==> src/rtl/rc4_ui_pkg.sv <==
// rc4_ui_pkg: shared state type and key geometry for the RC4 front-panel key entry
package rc4_ui_pkg;
    typedef enum logic [1:0] {EDIT = 2'd0, REQ = 2'd1, RUN = 2'd2} key_entry_state_t;
    localparam int KEY_NIBBLES = 6;
    localparam int KEY_WIDTH = 24;
endpackage

==> src/rtl/key_entry_ctrl_if.sv <==
// key_entry_ctrl_if: panel inputs, core handshake and key/cursor outputs of key_entry_ctrl
//   master: the key entry controller (drives secret_key, cursor, start, busy)
//   slave : the panel/core side (drives switches, buttons, start_ack, done)
interface key_entry_ctrl_if;
    import rc4_ui_pkg::*;
    logic [3:0]           sw_nibble;
    logic                 btn_load_n;
    logic                 btn_next_n;
    logic                 btn_start_n;
    logic                 start_ack;
    logic                 done;
    logic [KEY_WIDTH-1:0] secret_key;
    logic [2:0]           cursor;
    logic                 start;
    logic                 busy;
    modport master (
        input  sw_nibble, btn_load_n, btn_next_n, btn_start_n, start_ack, done,
        output secret_key, cursor, start, busy
    );
    modport slave (
        output sw_nibble, btn_load_n, btn_next_n, btn_start_n, start_ack, done,
        input  secret_key, cursor, start, busy
    );
endinterface

==> src/rtl/button_debouncer.sv <==
// button_debouncer: 2-flop sync + debounce of an active-low button, one-cycle press pulse
//   clk, rst : clock, async active-high reset
//   btn_n_i  : raw active-low button
//   press_o  : registered pulse on the debounced 1->0 transition
module button_debouncer #(
    parameter int DEBOUNCE_CYCLES = 500000
) (
    input  logic clk,
    input  logic rst,
    input  logic btn_n_i,
    output logic press_o
);
    localparam int CW = $clog2(DEBOUNCE_CYCLES + 1);
    localparam logic [CW-1:0] LAST = CW'(DEBOUNCE_CYCLES - 1);
    logic [1:0]    sync_q;
    logic [CW-1:0] cnt_q, cnt_d;
    logic          level_q, level_d, last_q, press_q;
    // The level flips on the DEBOUNCE_CYCLES-th consecutive disagreeing sample
    always_comb begin
        cnt_d   = (sync_q[1] == level_q || cnt_q == LAST) ? '0 : cnt_q + 1'b1;
        level_d = (sync_q[1] != level_q && cnt_q == LAST) ? sync_q[1] : level_q;
    end
    always_ff @(posedge clk or posedge rst) begin
        if (rst) begin
            sync_q  <= 2'b11;
            cnt_q   <= '0;
            level_q <= 1'b1;
            last_q  <= 1'b1;
            press_q <= 1'b0;
        end else begin
            sync_q  <= {sync_q[0], btn_n_i};
            cnt_q   <= cnt_d;
            level_q <= level_d;
            last_q  <= level_q;
            press_q <= last_q & ~level_q;
        end
    end
    assign press_o = press_q;
endmodule

==> src/rtl/key_entry_ctrl.sv <==
// key_entry_ctrl: builds a 24-bit key nibble by nibble and hands it to the RC4 core
//   orig_clk, Reset : clock, async active-high reset
//   bus (master)    : switches/buttons and start_ack/done in; secret_key, cursor, start, busy out
module key_entry_ctrl
    import rc4_ui_pkg::*;
#(
    parameter int DEBOUNCE_CYCLES = 500000
) (
    input  logic orig_clk,
    input  logic Reset,
    key_entry_ctrl_if.master bus
);
    logic load_ev, next_ev, start_ev;
    key_entry_state_t state_q, state_d;
    logic [KEY_WIDTH-1:0] key_q, key_d;
    logic [2:0] cursor_q, cursor_d;
    logic start_q, busy_q;
    button_debouncer #(.DEBOUNCE_CYCLES(DEBOUNCE_CYCLES)) u_load (
        .clk(orig_clk), .rst(Reset), .btn_n_i(bus.btn_load_n), .press_o(load_ev)
    );
    button_debouncer #(.DEBOUNCE_CYCLES(DEBOUNCE_CYCLES)) u_next (
        .clk(orig_clk), .rst(Reset), .btn_n_i(bus.btn_next_n), .press_o(next_ev)
    );
    button_debouncer #(.DEBOUNCE_CYCLES(DEBOUNCE_CYCLES)) u_start (
        .clk(orig_clk), .rst(Reset), .btn_n_i(bus.btn_start_n), .press_o(start_ev)
    );
    // Events outside EDIT are dropped; the write always uses the pre-advance cursor
    always_comb begin
        state_d  = state_q;
        key_d    = key_q;
        cursor_d = cursor_q;
        case (state_q)
            EDIT: begin
                if (load_ev) key_d[{cursor_q, 2'b00} +: 4] = bus.sw_nibble;
                if (next_ev) cursor_d = (cursor_q == 3'(KEY_NIBBLES - 1)) ? 3'd0 : cursor_q + 3'd1;
                if (start_ev) state_d = REQ;
            end
            REQ:     state_d = bus.start_ack ? RUN : REQ;
            RUN:     state_d = bus.done ? EDIT : RUN;
            default: state_d = EDIT;
        endcase
    end
    always_ff @(posedge orig_clk or posedge Reset) begin
        if (Reset) begin
            state_q  <= EDIT;
            key_q    <= '0;
            cursor_q <= 3'd0;
            start_q  <= 1'b0;
            busy_q   <= 1'b0;
        end else begin
            state_q  <= state_d;
            key_q    <= key_d;
            cursor_q <= cursor_d;
            start_q  <= (state_d == REQ);
            busy_q   <= (state_d != EDIT);
        end
    end
    assign bus.secret_key = key_q;
    assign bus.cursor     = cursor_q;
    assign bus.start      = start_q;
    assign bus.busy       = busy_q;
endmodule

==> src/flat_wrapper.sv <==
// flat-port wrapper written by rule: the top's interface ports become plain ports
module key_entry_ctrl_flat import rc4_ui_pkg::*;
#(
    parameter int DEBOUNCE_CYCLES = 500000
)
  (orig_clk, Reset, bus_sw_nibble, bus_btn_load_n, bus_btn_next_n, bus_btn_start_n, bus_start_ack, bus_done, bus_secret_key, bus_cursor, bus_start, bus_busy);
  key_entry_ctrl_if bus_i ();
  input  logic orig_clk;
  input  logic Reset;
  input wire logic [$bits(bus_i.sw_nibble)-1:0] bus_sw_nibble;
  input wire logic [$bits(bus_i.btn_load_n)-1:0] bus_btn_load_n;
  input wire logic [$bits(bus_i.btn_next_n)-1:0] bus_btn_next_n;
  input wire logic [$bits(bus_i.btn_start_n)-1:0] bus_btn_start_n;
  input wire logic [$bits(bus_i.start_ack)-1:0] bus_start_ack;
  input wire logic [$bits(bus_i.done)-1:0] bus_done;
  output wire logic [$bits(bus_i.secret_key)-1:0] bus_secret_key;
  output wire logic [$bits(bus_i.cursor)-1:0] bus_cursor;
  output wire logic [$bits(bus_i.start)-1:0] bus_start;
  output wire logic [$bits(bus_i.busy)-1:0] bus_busy;
  assign bus_i.sw_nibble = bus_sw_nibble;
  assign bus_i.btn_load_n = bus_btn_load_n;
  assign bus_i.btn_next_n = bus_btn_next_n;
  assign bus_i.btn_start_n = bus_btn_start_n;
  assign bus_i.start_ack = bus_start_ack;
  assign bus_i.done = bus_done;
  assign bus_secret_key = bus_i.secret_key;
  assign bus_cursor = bus_i.cursor;
  assign bus_start = bus_i.start;
  assign bus_busy = bus_i.busy;
  key_entry_ctrl #(.DEBOUNCE_CYCLES(DEBOUNCE_CYCLES)) u_core (.orig_clk(orig_clk), .Reset(Reset), .bus(bus_i));
endmodule
==> config.mk <==
export PLATFORM = sky130hd
export DESIGN_NAME = key_entry_ctrl_flat
export DESIGN_NICKNAME = d
export VERILOG_FILES = /design/src/rtl/rc4_ui_pkg.sv /design/src/rtl/key_entry_ctrl_if.sv /design/src/rtl/button_debouncer.sv /design/src/rtl/key_entry_ctrl.sv /design/src/flat_wrapper.sv
export SDC_FILE = /design/constraint.sdc
export NUM_CORES = 1
export LEC_CHECK = 0
export CAP_MARGIN = 20
export CORE_AREA = 2 2 129 68
export CTS_CLUSTER_SIZE = 28
export DETAILED_ROUTE_END_ITERATION = 8
export DIE_AREA = 0 0 131 70
export GPL_TIMING_DRIVEN = 1
export MAX_ROUTING_LAYER = met4
export PLACE_DENSITY = 0.95
export SYNTH_ARGS = -nofsm -noshare
export SYNTH_HDL_FRONTEND = slang
export SYNTH_HIERARCHICAL = 1
export SYNTH_SLANG_ARGS = --single-unit
==> constraint.sdc <==
create_clock -name orig_clk -period 4.3 [get_ports orig_clk]
set_input_delay 0.86 -clock orig_clk [delete_from_list [all_inputs] [get_ports orig_clk]]
set_output_delay 0.86 -clock orig_clk [all_outputs]
set_load 0.01 [all_outputs]
==> reports/metrics.yaml <==
run_status:
  status: "finished clean"
placement:
  place_congestion: 0.877
  dp.cells: 588
  io_buffers: 39
  place_hpwl_mm: 6.95
yosys:
  synth_nets: 459
  synth.ff_latch_count: 103
  synthFlopType: "dfrtp_1"
  synth.yosys.seq_area_share: 0.532
  netlist_instances: 438
  syn_area_sq_um: 4870
  yosysWarnings: 6
  async_flop_share: 1.00
  ys_types: 47
  synth_edf_count: 0
  syn_avg_cell_area_sq_um: 11.1
floorplanning:
  start_util: 0.590
  io_pins: 40
  die_w_microns: 131
  die_area_sq_um: 9170
  placementRows: 24
  core_area_sq_um: 8260
  die_h_microns: 70
timing:
  period_needed_ps: 2600
  tns_ps: 0
  finalCritPeriodShare: 0.604
  max_freq_ghz: 0.385
  tightest_slew_ps: 928
  grt_setup_unrepaired: "false"
  maxSlewViolCount: 0
  setup_violations: 0
  max_slew_margin: 0.379
  fin_skew_ps: 7.58
  hold_viol: 0
routing:
  drc: 0
  vias: 3483
  drt_wl_total_mm: 10.5
  post_drt_wl_per_cell_microns: 17.3
  final_antenna_net_count: 0
  firstDrtPassIters: 6
  avgViaCountPerCell: 5.76
  drtIter0Drc: 433
clock_tree:
  cts_resized: 0
  cts_buffer_depth: 2
  htreeDepth: 3
  cts.clk_slew.worst_paths_ps: 70
  cts_tree: "built"
  clock_sinks: 103
  clock_latency_ps: 350
  numCtsBuffers: 9
  root_buffer: "clkbuf_16"
  cts_setup_buffers: 0
  cts_hold_buf: 0
power_and_ir_drop:
  seqPwrFrac: 0.507
  switchingPower_mw: 0.408
  ir_worst_vdd_mv: 0.205
  clockPowerShare: 0.455
  comb_power_share: 0.038
  p_leak_nw: 2.47
  power_density_nw_per_um2: 343
  p_sw_frac: 0.208
  internal-power_mw: 1.56
grt:
  grt_max_degree: 32
  grt_pass1_vias: 3402
  overflow: 0
  antenna_found_initial: 0
  grt_util_all_layers: 0.245
  grt_pass1_wl_mm: 16.7
layout:
  antenna_cells: 0
  drive_above_1_share: 0.152
  finalNonFillerCells: 605
  n_fill_cell: 574
  syn_to_final_growth_pct: 17.5
  nets: 504
run:
  max_cap_viol_count: 0
setup_path:
  cp_max_fo: 12
  startpoint_type: "flip-flop"
  cp_data_arrival_time_ps: 2830
  cp-end-kind: "flip-flop"
  crit_type: "reg2reg"
  cp.required_ps: 4530
min_path:
  hold_class: "reg2reg"
[power groups by stage]
stage	clock [mW]	sequential (mW)	combinational [mW]
finish	0.894	0.997	0.0747
global placement	0	1.01	0.0695
global route	0.949	0.998	0.0847
CTS	0.903	0.997	0.0730
detailed placement	0	1.01	0.0725
floorplan	0	1.01	0.0427
[flip-flops by register name (all words and copies together) (netlist names), 2 cells and up]
register	cells
u_core/bus.secret_key	24
u_core/u_start/sync_q	2
u_core/u_load/cnt_q	19
u_core/u_load/sync_q	2
u_core/u_next/sync_q	2
u_core/state_q	2
u_core/u_next/cnt_q	19
u_core/u_start/cnt_q	19
u_core/bus.cursor	3
[metal layers]
metal	part of all wire	GRT usage
met4	0.0093	0.0591
met5	0	-
met3	0.064	0.0690
met1	0.44	0.327
met2	0.48	0.377
[kinds of logic after synthesis]
family	share of synthesized area
AND/OR/NAND/NOR	0.233
flip-flops	0.532
XOR/XNOR	0.0809
buffers and inverters	0.0262
multiplexers	0.0655
AO/OA/AOI/OAI	0.0372
adder cells (fa/ha/maj)	0.0257
[cell usage in the layout, fill, tap and decap left out, types with 4 or more instances in the layout]
cell type / Yosys / final
a21oi_1: 9 / 9
and3_1: 4 / 4
and4_1: 4 / 4
clkbuf_16: 0 / 9
clkdlybuf4s50_1: 0 / 39
dfrtp_1: 91 / 91
dfstp_2: 12 / 12
ha_1: 10 / 10
inv_1: 22 / 22
mux2_2: 15 / 15
mux2_4: 4 / 4
mux2i_1: 9 / 9
nand2_1: 28 / 28
nand3_1: 18 / 18
nand4_1: 24 / 24
nor2_1: 55 / 55
nor2b_1: 7 / 7
nor3_1: 9 / 9
nor4_1: 10 / 10
nor4b_1: 4 / 4
o21ai_0: 9 / 9
or3_1: 4 / 4
xnor2_1: 21 / 21
xor2_1: 24 / 24
[path summary, 6_finish.rpt]
path                                                         from                                   end  slack [ps]  cells past startpoint
worst min register to register  u_core/u_next/sync_q[0]$_DFF_PP1_     u_core/u_next/sync_q[1]$_DFF_PP1_         360                      0
worst max register to register   u_core/bus.cursor[0]$_DFFE_PP0P_  u_core/bus.secret_key[0]$_DFFE_PP0P_        1700                      6
min in group asynchronous                                   Reset  u_core/bus.secret_key[0]$_DFFE_PP0P_         890                      2
worst min-delay path            u_core/u_next/sync_q[0]$_DFF_PP1_     u_core/u_next/sync_q[1]$_DFF_PP1_         360                      0
max in group asynchronous                                   Reset      u_core/u_next/cnt_q[9]$_DFF_PP0_        2630                      2
worst max-delay path             u_core/bus.cursor[0]$_DFFE_PP0P_  u_core/bus.secret_key[0]$_DFFE_PP0P_        1700                      6
[stage by stage]
step | hold slack (ps) | utilization | worst slack, ps | area (sq um) | power [mW]
after floorplan | 345 | - | 2280 | 4870 | 1.06
after global placement | 346 | 0.650 | 2040 | 5370 | 1.08
after detailed placement | 348 | 0.650 | 1960 | 5370 | 1.09
after CTS | 358 | 0.690 | 1870 | 5700 | 1.97
after global routing | 359 | 0.693 | 1630 | 5730 | 2.03
final | 356 | 0.693 | 1700 | 5730 | 1.97
[critical path, stage by stage, from the launching register on]
cell and delay, ps:
dfrtp_1 570, inv_1 130, ha_1 250, ha_1 400, nor4b_1 460, nand3_1 310, mux2_2 360
[layout make-up]
type	count	area [sq um]	area share
flip-flops and latches	103	2590	0.453
multi-input cells	307	2150	0.376
repair buffers	40	418	0.0730
clock buffers	12	256	0.0448
well taps	117	146	0.0256
inverters	22	82.6	0.0144
clock inverters	4	77.6	0.0135
[synth_stat cells (3+ instances only)]
master,count,share of area
nand2_1,28,0.022
xnor2_1,21,0.038
dfstp_2,12,0.065
and3_1,4,0.0051
nand4_4,3,0.013
nor4b_1,4,0.0072
xor2_1,24,0.043
nor2b_1,7,0.0090
nor2_1,55,0.042
o21ai_0,9,0.0092
nand2b_1,3,0.0039
nand4_1,24,0.031
or3_1,4,0.0051
ha_1,10,0.026
mux2_4,4,0.012
inv_1,22,0.017
mux2_2,15,0.035
dfrtp_1,91,0.47
nor3_1,9,0.0092
or2_2,3,0.0039
and4_1,4,0.0072
buf_2,3,0.0031
a21oi_1,9,0.0092
mux2i_1,9,0.018
nor4_1,10,0.013
or4_4,3,0.0069
and2_2,3,0.0046
nand3_1,18,0.018
No activity file was read; power rests on OpenSTA's default activity.
